File: src/rtl/lorenz_uart_pkg.sv
// Shared constants for the Lorenz UART packetizer: sync byte, FSM encoding, frame length.
package lorenz_uart_pkg;

  localparam logic [7:0] SYNC_BYTE_DEFAULT = 8'hA5;

  localparam logic [2:0] ST_SYNC_WAIT = 3'd0;
  localparam logic [2:0] ST_IDLE      = 3'd1;
  localparam logic [2:0] ST_LOAD      = 3'd2;
  localparam logic [2:0] ST_START     = 3'd3;
  localparam logic [2:0] ST_WAIT_ACT  = 3'd4;
  localparam logic [2:0] ST_WAIT_DONE = 3'd5;
  localparam logic [2:0] ST_WAIT_REL  = 3'd6;

  // Bytes per frame: sync + three coordinates + checksum.
  function automatic int unsigned frame_len(input int unsigned sample_w);
    return 2 + 3 * (sample_w / 8);
  endfunction

endpackage

File: src/rtl/lorenz_uart_packetizer_if.sv
// Sample handshake plus transmitter start/data/active/done bundle.
interface lorenz_uart_packetizer_if #(
  parameter int unsigned SAMPLE_W = 32
);
  logic                sample_valid;
  logic [SAMPLE_W-1:0] sample_x;
  logic [SAMPLE_W-1:0] sample_y;
  logic [SAMPLE_W-1:0] sample_z;
  logic                sample_ready;
  logic                tx_start;
  logic [7:0]          tx_data;
  logic                tx_active;
  logic                tx_done;

  // Environment side: sample source and byte transmitter.
  modport master (
    output sample_valid, sample_x, sample_y, sample_z, tx_active, tx_done,
    input  sample_ready, tx_start, tx_data
  );

  // Packetizer side.
  modport slave (
    input  sample_valid, sample_x, sample_y, sample_z, tx_active, tx_done,
    output sample_ready, tx_start, tx_data
  );
endinterface

File: src/rtl/lorenz_uart_packetizer_frame_byte_mux.sv
// Combinational selection of frame byte N: sync, payload MSB-first, or checksum.
module frame_byte_mux #(
  parameter int unsigned SAMPLE_W = 32,
  parameter int unsigned IDX_W    = 4
) (
  input  logic [3*SAMPLE_W-1:0] shadow,
  input  logic [IDX_W-1:0]      byte_idx,
  input  logic [7:0]            sync_byte,
  input  logic [7:0]            checksum,
  output logic [7:0]            byte_c,
  output logic                  last_c
);
  localparam int unsigned SH_W      = 3 * SAMPLE_W;
  localparam int unsigned PAY_BYTES = SH_W / 8;
  localparam int unsigned N_BYTES   = PAY_BYTES + 2;

  assign last_c = (byte_idx == IDX_W'(N_BYTES - 1));

  // Index 0 is sync, 1..PAY_BYTES walk the shadow from its MSB, last is checksum.
  always_comb begin
    byte_c = sync_byte;
    for (int unsigned i = 0; i < PAY_BYTES; i++) begin
      if (byte_idx == IDX_W'(i + 1)) byte_c = shadow[SH_W - 1 - 8*i -: 8];
    end
    if (last_c) byte_c = checksum;
  end
endmodule

File: src/rtl/lorenz_uart_packetizer.sv
// Frames one (x,y,z) sample into sync/payload/checksum bytes for the UART transmitter.
module lorenz_uart_packetizer
  import lorenz_uart_pkg::*;
#(
  parameter int unsigned SAMPLE_W   = 32,
  parameter logic [7:0]  SYNC_BYTE  = SYNC_BYTE_DEFAULT,
  parameter int unsigned DROP_CNT_W = 16
) (
  input  logic                   clk,
  input  logic                   rst,
  lorenz_uart_packetizer_if.slave bus,
  output logic                   frame_busy,
  output logic [DROP_CNT_W-1:0]  drop_count
);
  localparam int unsigned N_BYTES = frame_len(SAMPLE_W);
  localparam int unsigned IDX_W   = $clog2(N_BYTES);
  localparam int unsigned SH_W    = 3 * SAMPLE_W;

  logic [2:0]            state, state_nxt;
  logic [SH_W-1:0]       shadow, shadow_nxt;
  logic [7:0]            sum, sum_nxt;
  logic [IDX_W-1:0]      byte_idx, byte_idx_nxt;
  logic                  frame_busy_nxt;
  logic [DROP_CNT_W-1:0] drop_nxt;
  logic [7:0]            tx_data_nxt;
  logic [7:0]            byte_c;
  logic                  last_c;

  frame_byte_mux #(
    .SAMPLE_W (SAMPLE_W),
    .IDX_W    (IDX_W)
  ) u_byte_mux (
    .shadow    (shadow),
    .byte_idx  (byte_idx),
    .sync_byte (SYNC_BYTE),
    .checksum  (8'(8'd0 - sum)),
    .byte_c    (byte_c),
    .last_c    (last_c)
  );

  // Next-state, datapath and drop-counter decisions.
  always_comb begin
    state_nxt      = state;
    shadow_nxt     = shadow;
    sum_nxt        = sum;
    byte_idx_nxt   = byte_idx;
    frame_busy_nxt = frame_busy;
    tx_data_nxt    = bus.tx_data;
    drop_nxt       = drop_count;

    if (bus.sample_valid && (state != ST_IDLE) && (drop_count != '1))
      drop_nxt = drop_count + DROP_CNT_W'(1);

    case (state)
      ST_SYNC_WAIT: if (!bus.tx_active && !bus.tx_done) state_nxt = ST_IDLE;
      ST_IDLE: begin
        if (bus.sample_valid) begin
          shadow_nxt     = {bus.sample_x, bus.sample_y, bus.sample_z};
          sum_nxt        = '0;
          byte_idx_nxt   = '0;
          frame_busy_nxt = 1'b1;
          state_nxt      = ST_LOAD;
        end
      end
      ST_LOAD: begin
        tx_data_nxt = byte_c;
        sum_nxt     = sum + byte_c;
        state_nxt   = ST_START;
      end
      ST_START:     state_nxt = ST_WAIT_ACT;
      ST_WAIT_ACT:  if (bus.tx_active) state_nxt = ST_WAIT_DONE;
      ST_WAIT_DONE: if (bus.tx_done) state_nxt = ST_WAIT_REL;
      ST_WAIT_REL: begin
        if (!bus.tx_done) begin
          if (last_c) begin
            frame_busy_nxt = 1'b0;
            state_nxt      = ST_IDLE;
          end else begin
            byte_idx_nxt = byte_idx + IDX_W'(1);
            state_nxt    = ST_LOAD;
          end
        end
      end
      default: state_nxt = ST_SYNC_WAIT;
    endcase
  end

  // State and registered outputs; strobes are decoded from the next state.
  always_ff @(posedge clk) begin
    if (rst) begin
      state            <= ST_SYNC_WAIT;
      shadow           <= '0;
      sum              <= '0;
      byte_idx         <= '0;
      frame_busy       <= 1'b0;
      drop_count       <= '0;
      bus.tx_data      <= 8'h00;
      bus.tx_start     <= 1'b0;
      bus.sample_ready <= 1'b0;
    end else begin
      state            <= state_nxt;
      shadow           <= shadow_nxt;
      sum              <= sum_nxt;
      byte_idx         <= byte_idx_nxt;
      frame_busy       <= frame_busy_nxt;
      drop_count       <= drop_nxt;
      bus.tx_data      <= tx_data_nxt;
      bus.tx_start     <= (state_nxt == ST_START);
      bus.sample_ready <= (state_nxt == ST_IDLE);
    end
  end
endmodule

File: src/flat_wrapper.sv
// flat-port wrapper written by rule: the top's interface ports become plain ports
module lorenz_uart_packetizer_flat import lorenz_uart_pkg::*;
#(
  parameter int unsigned SAMPLE_W   = 32,
  parameter logic [7:0]  SYNC_BYTE  = SYNC_BYTE_DEFAULT,
  parameter int unsigned DROP_CNT_W = 16
)
  (clk, rst, frame_busy, drop_count, bus_sample_valid, bus_sample_x, bus_sample_y, bus_sample_z, bus_tx_active, bus_tx_done, bus_sample_ready, bus_tx_start, bus_tx_data);
  lorenz_uart_packetizer_if #(.SAMPLE_W(SAMPLE_W)) bus_i ();
  input  logic clk;
  input  logic rst;
  output logic frame_busy;
  output logic [DROP_CNT_W-1:0] drop_count;
  input wire logic [$bits(bus_i.sample_valid)-1:0] bus_sample_valid;
  input wire logic [$bits(bus_i.sample_x)-1:0] bus_sample_x;
  input wire logic [$bits(bus_i.sample_y)-1:0] bus_sample_y;
  input wire logic [$bits(bus_i.sample_z)-1:0] bus_sample_z;
  input wire logic [$bits(bus_i.tx_active)-1:0] bus_tx_active;
  input wire logic [$bits(bus_i.tx_done)-1:0] bus_tx_done;
  output wire logic [$bits(bus_i.sample_ready)-1:0] bus_sample_ready;
  output wire logic [$bits(bus_i.tx_start)-1:0] bus_tx_start;
  output wire logic [$bits(bus_i.tx_data)-1:0] bus_tx_data;
  assign bus_i.sample_valid = bus_sample_valid;
  assign bus_i.sample_x = bus_sample_x;
  assign bus_i.sample_y = bus_sample_y;
  assign bus_i.sample_z = bus_sample_z;
  assign bus_i.tx_active = bus_tx_active;
  assign bus_i.tx_done = bus_tx_done;
  assign bus_sample_ready = bus_i.sample_ready;
  assign bus_tx_start = bus_i.tx_start;
  assign bus_tx_data = bus_i.tx_data;
  lorenz_uart_packetizer #(.SAMPLE_W(SAMPLE_W), .SYNC_BYTE(SYNC_BYTE), .DROP_CNT_W(DROP_CNT_W)) u_core (.clk(clk), .rst(rst), .bus(bus_i), .frame_busy(frame_busy), .drop_count(drop_count));
endmodule
File: config.mk
export PLATFORM = sky130hd
export DESIGN_NAME = lorenz_uart_packetizer_flat
export DESIGN_NICKNAME = d
export VERILOG_FILES = /design/src/rtl/lorenz_uart_pkg.sv /design/src/rtl/lorenz_uart_packetizer_if.sv /design/src/rtl/lorenz_uart_packetizer_frame_byte_mux.sv /design/src/rtl/lorenz_uart_packetizer.sv /design/src/flat_wrapper.sv
export SDC_FILE = /design/constraint.sdc
export NUM_CORES = 1
export LEC_CHECK = 0
export CORE_MARGIN = 2
export CORE_UTILIZATION = 55
export CTS_CLUSTER_SIZE = 25
export DETAILED_ROUTE_END_ITERATION = 10
export PLACE_DENSITY_LB_ADDON = 0.25
export SLEW_MARGIN = 20
export SYNTH_ARGS = -nofsm -noshare
export SYNTH_HDL_FRONTEND = slang
export SYNTH_SLANG_ARGS = --single-unit
File: constraint.sdc
create_clock -name clk -period 9.11 [get_ports clk]
set_clock_uncertainty 0.1 [all_clocks]
set_input_delay 1.822 -clock clk [delete_from_list [all_inputs] [get_ports clk]]
set_output_delay 1.822 -clock clk [all_outputs]
set_load 0.02 [all_outputs]
# Word level (Yosys, flattened, before mapping)
# Cells that the tools add are included.
[totals]
ff_bits = 138
word_cells = 82
output_inout_bits = 27
in_bits = 101
[classes]
reduce_logical = 12
mux = 30
eq_ne = 27
n_addsub = 4
[op_table]
columns = ["operator", "count"]
rows = [
  ["two-way mux 8 bit", 14],
  ["equality test 4 bit (second input constant)", 6],
  ["one-hot mux 3 bit (7 select lines)", 1],
  ["adder 16 x 1 -> 16 bit (second input constant)", 1],
  ["equality test 4 x 3 -> 1 bit (second input constant)", 4],
  ["inequality test 16 bit (second input constant)", 1],
  ["one-hot mux 8 bit (2 select lines)", 1],
  ["two-way mux 3 bit", 5],
  ["two-way mux 4 bit", 3],
  ["equality test 3 x 2 -> 1 bit (second input constant)", 3],
  ["equality test 3 bit (second input constant)", 3],
  ["adder 8 bit", 1],
  ["equality test 4 x 2 -> 1 bit (second input constant)", 2],
  ["one-hot mux 4 bit (2 select lines)", 1],
  ["AND reduction 4 bit", 2],
  ["subtractor 1 x 8 -> 8 bit (first input constant)", 1],
  ["equality test 3 x 1 -> 1 bit (second input constant)", 2],
  ["inequality test 2 bit (second input constant)", 3],
  ["adder 4 x 1 -> 4 bit (second input constant)", 1],
  ["equality test 4 x 1 -> 1 bit (second input constant)", 1],
  ["AND reduction 2 bit", 2],
  ["nonzero test 2 bit", 2],
  ["logical AND 1 bit", 3],
  ["logical NOT 3 bit", 1],
  ["6 further kinds", 9],
]

# Logic depth before layout (Yosys ltp)
[logic_depth]
ltp_word = 16
ltp_mapped = 18
ltp_nobuf = 15

# By module
# Synthesis repeated with hierarchy kept, for this count alone.
[hier_totals]
hier_cells = 925
area_unflattened_um2 = 7119.3
[modules_own_cells]
columns = ["mod", "seq_area_each_um2", "cells_per_inst", "area_per_inst_um2", "n_inst"]
rows = [
  ["lorenz_uart_packetizer", 2762.6, 690, 5602.9, 1],
  ["frame_byte_mux", 0.0, 235, 1516.5, 1],
]

# Least setup slack after synthesis
# Ideal clock, no wire load.
[synth_timing]
path_kind = "register to register"
from = "register u_core.byte_idx[0]"
to = "register u_core.sum[7]"
arrival_time_ps = 3501
required_ps = 8889
path_stages_with_launch = 16
period_less_slack_ps = 3721
n_path_buf = 1
setup_slack_ps = 5389
setup_ps = 121
path_cell_list = "dfxtp_1 ha_1 buf_2 clkinv_1 or2_2 o221ai_1 a22oi_1 o21ai_0 inv_1 ha_1 a21oi_1 o211ai_1 a2111oi_0 nor4_1 mux2i_1 mux2_2"
[synth_between]
elab_chain_cells = 16
word_cells_on_any_way = 28
classes_between = "1 x add/sub; 13 x eq/ne; 14 x mux"
[synth_rtl]
columns = ["element", "line", "text"]
rows = [
  ["start: declaration", "lorenz_uart_packetizer.sv:22", "logic [IDX_W-1:0] byte_idx, byte_idx_nxt;"],
  ["start signal: assignment", "lorenz_uart_packetizer.sv:104", "byte_idx <= byte_idx_nxt;"],
  ["equality test 4 x 1 -> 1 bit", "lorenz_uart_packetizer_frame_byte_mux.sv:23", "if (byte_idx == IDX_W'(i + 1)) byte_c = shadow[SH_W - 1 - 8*i -: 8];"],
  ["two-way mux 8 bit (12 in series)", "lorenz_uart_packetizer_frame_byte_mux.sv:23", ""],
  ["two-way mux 8 bit (*)", "lorenz_uart_packetizer_frame_byte_mux.sv:25", "if (last_c) byte_c = checksum;"],
  ["via u_core.byte_c[1]", "lorenz_uart_packetizer.sv:26", "logic [7:0] byte_c;"],
  ["adder 8 bit (*)", "lorenz_uart_packetizer.sv:67", "sum_nxt = sum + byte_c;"],
  ["one-hot mux 8 bit (2 select lines) (*)", "lorenz_uart_packetizer.sv:54", "case (state)"],
  ["end signal: assignment", "lorenz_uart_packetizer.sv:103", "sum <= sum_nxt;"],
  ["end: declaration", "lorenz_uart_packetizer.sv:21", "logic [7:0] sum, sum_nxt;"],
]
# The timed path passes the listed nets; every way through them passes the cells marked *.
# A chain may end at the register's enable or synchronous reset.

# Final worst setup path
# Ends and elaborated chain as after synthesis.

==> impl_metrics.yaml <==
cells_and_area:
  seqCellArea_sq_um: 2763
  diodes: 0
  final_util_pct: 71.62
  fin_cells: 1139
  area_growth_pct: 27.17
  nets: 1094
  multiInputGateArea_sq_um: 3605
  fill_cells: 989
  drive_gt1_share_pct: 4.536
synthesis:
  yosys.area.top_type: "dfxtp_1"
  synth_warnings: 0
  synth_top_area_share_pct: 41.01
  synth_top_family_by_area: "simple AND/OR/NAND/NOR gates"
  synth_xor_area_share_pct: 3.250
  synthMuxAreaShare_pct: 0.4643
  synth_compound_area_share_pct: 18.91
  synth-seq-cells: 138
  synthSimpleGateAreaFrac_pct: 28.03
  ys_seq_area_share_pct: 41.01
  netlist_area_sq_um: 6736
  yosys-top-cells-area: "dfxtp_1 41%, nand2_1 14%, a21oi_1 9.6%, nor2_1 3.1%, clkbuf_1 3.0%"
  syn-num-nets: 1008
  synthArstFlopShare_pct: 0
  synth_ff_type: "dfxtp_1"
  synthCells: 893
  synth_area_per_cell_sq_um: 7.544
  synthAdderAreaFrac_pct: 2.712
  synth_edf_count: 0
  ys_types: 62
timing:
  rsz0062_at_grt: "no"
  fmax_mhz: 200.0
  setup_violations: 0
  setup_tns_ns: 0
  period_minus_slack_ns: 5.000
  drv_slew: 0
  maxSlewHeadroom_pct: 25.66
  hold_violations: 0
  whs_ns: 0.3560
  finalCritPeriodShare_pct: 54.89
  worstMarginPinSlew_ns: 1.115
critical_path:
  cp_max_fo: 29
  end_kind: "flop"
  path_class: "reg2reg"
  cp.arrival_ns: 5.22
  worstPathRequired_ns: 9.33
  worstSetupStartpointType: "flop"
floorplan:
  die_h_um: 114.7
  initial_core_util_pct: 56.32
  die_w_um: 114.7
  rows: 40
  dieArea_sq_um: 13150
  core_area_sq_um: 11960
  ioPinCount: 128
global_route:
  grt_use_total_pct: 27.37
  grt_pass1_vias: 5873
  antenna_found_initial: 0
  grt_max_degree: 106
  grt_overflow: 0
  grt_pass1_wl_um: 28570
cts:
  cts_buffers: 17
  clock_path_buffers: 2
  post_cts_resize_count: 0
  clk_pin_slew_ns: 0.06
  hold_buffers: 0
  clock-sinks: 138
  cts_tree: "done"
  post_cts_buffers: 0
  clk_latency_ns: 0.43
  clk_root_buffer_cell: "clkbuf_16"
  h-tree-depth: 4
detailed_routing:
  avgRoutedWirePerCell_um: 15.50
  viasPerCell: 5.730
  routed_wl_um: 17660
  dr.pass1.iters: 5
  drc: 0
  drt_iter0_drc: 530
  antenna_left: 0
  via_count: 6526
pwr:
  peakVddDrop_uv: 114.1
  leakage_nw: 2.986
  power_mw: 1.548
  power.density_nw_per_um2: 180.7
place:
  dp.cells: 1107
  dp_hpwl_um: 11720
  port_buffers: 127
  gp_congestion: 0.9431
run:
  max_cap_violations: 0
worst_hold_path:
  hold_path_class: "reg2reg"
run_status:
  outcome: "finished, final reports clean"
==> Yosys cell counts, types with 3 or more instances <==
cell type,instances
ha_1,13
o211ai_1,6
o21ai_0,23
clkbuf_8,4
a31oi_1,8
xor2_1,13
nand3_1,13
nand2b_1,7
o311ai_0,5
nor4bb_1,6
clkbuf_1,54
dfxtp_1,138
xnor2_1,12
inv_1,17
nand4b_1,5
nor2_1,55
o31ai_1,7
nand4_1,8
nand3b_1,11
nor4_1,4
a211oi_1,3
nor3b_1,12
a221oi_1,3
a21oi_1,129
nor2b_1,19
buf_2,4
nor3_1,13
a22oi_1,3
and3_1,4
nand2_1,243
o22ai_1,9
==> cells in the final DEF (no fill, tap or decap), types with 4 or more instances in the layout <==
cell             instances
a21oi_1                129
a31oi_1                  8
and3_1                   4
buf_4                    6
bufinv_16                4
clkbuf_16               17
clkdlybuf4s50_1        126
dfxtp_1                138
ha_1                    13
inv_1                   17
nand2_1                242
nand2b_1                 7
nand3_1                 13
nand3b_1                11
nand4_1                  8
nand4b_1                 5
nor2_1                  55
nor2b_1                 19
nor3_1                  13
nor3b_1                 12
nor4_1                   4
nor4bb_1                 6
o211ai_1                 6
o21ai_0                 23
o22ai_1                  9
o311ai_0                 5
o31ai_1                  7
xnor2_1                 12
xor2_1                  13
==> registers in the layout, summed over array words and instances, names as in the netlist <==
register	flops
u_core.shadow	96
u_core.drop_count	16
u_core.bus.tx_data	8
u_core.sum	8
u_core.byte_idx	4
u_core.state	3
u_core.bus.sample_ready	1
u_core.bus.tx_start	1
u_core.frame_busy	1
==> through the flow <==
stage / setup WS, ns / cell area [sq um]
after CTS: 4.126 / 8567
after floorplan: 5.389 / 6736
after detailed placement: 4.164 / 7925
after global placement: 4.387 / 7925
after global routing: 3.645 / 8567
final: 4.110 / 8567
==> critical path, stage by stage, from the launching register on <==
cell       delay (ns)
dfxtp_1          0.42
ha_1             0.81
clkinv_1         0.52
or2_2            0.46
o221ai_1         0.18
a22oi_1          0.13
o21ai_0          0.39
inv_1            0.09
ha_1             0.28
a21oi_1          0.21
o211ai_1         0.13
a2111oi_0        0.52
nor4_1           0.12
mux2i_1          0.17
mux2_2           0.34
==> power breakdown <==
part	leakage [nW]	internal, mW	switching [mW]
Combinational	1.56	0.0793	0.0793
Clock	0.310	0.474	0.271
Sequential	1.12	0.626	0.0182
==> final timing paths <==
| check | start | endpoint | slack, ns | cells after the start |
|---|---|---|---|---|
| max | u_core.byte_idx[0] | u_core.sum[7] | 4.11 | 14 |
| min | u_core.shadow[54] | u_core.shadow[54] | 0.36 | 2 |
| max reg2reg | u_core.byte_idx[0] | u_core.sum[7] | 4.11 | 14 |
| min reg2reg | u_core.shadow[54] | u_core.shadow[54] | 0.36 | 2 |
==> cell families after synthesis <==
kind of cell / count (synthesis)
buf+inv: 83
mux: 3
fa+ha+maj: 14
xor+xnor: 25
flops: 138
simple gates: 412
compound gates: 218
==> layout make-up <==
cell class / instances / share of cell area [%]
inverters: 18 / 0.7887
repair buffers: 132 / 15.25
clock inverters: 13 / 2.205
flip-flops and latches: 138 / 32.25
multi-input cells: 672 / 42.08
well taps: 147 / 2.147
clock buffers: 19 / 5.287
==> routing by layer <==
layer	vias to the layer above	GRT usage, %	routed length (um)
met5	-	0	0
met4	0	12.20	465
met3	38	5.453	1157
met2	223	42.17	7993
met1	3036	37.20	8041
li1	3229	-	-
Note: power is estimated with default switching activity, not from simulation.
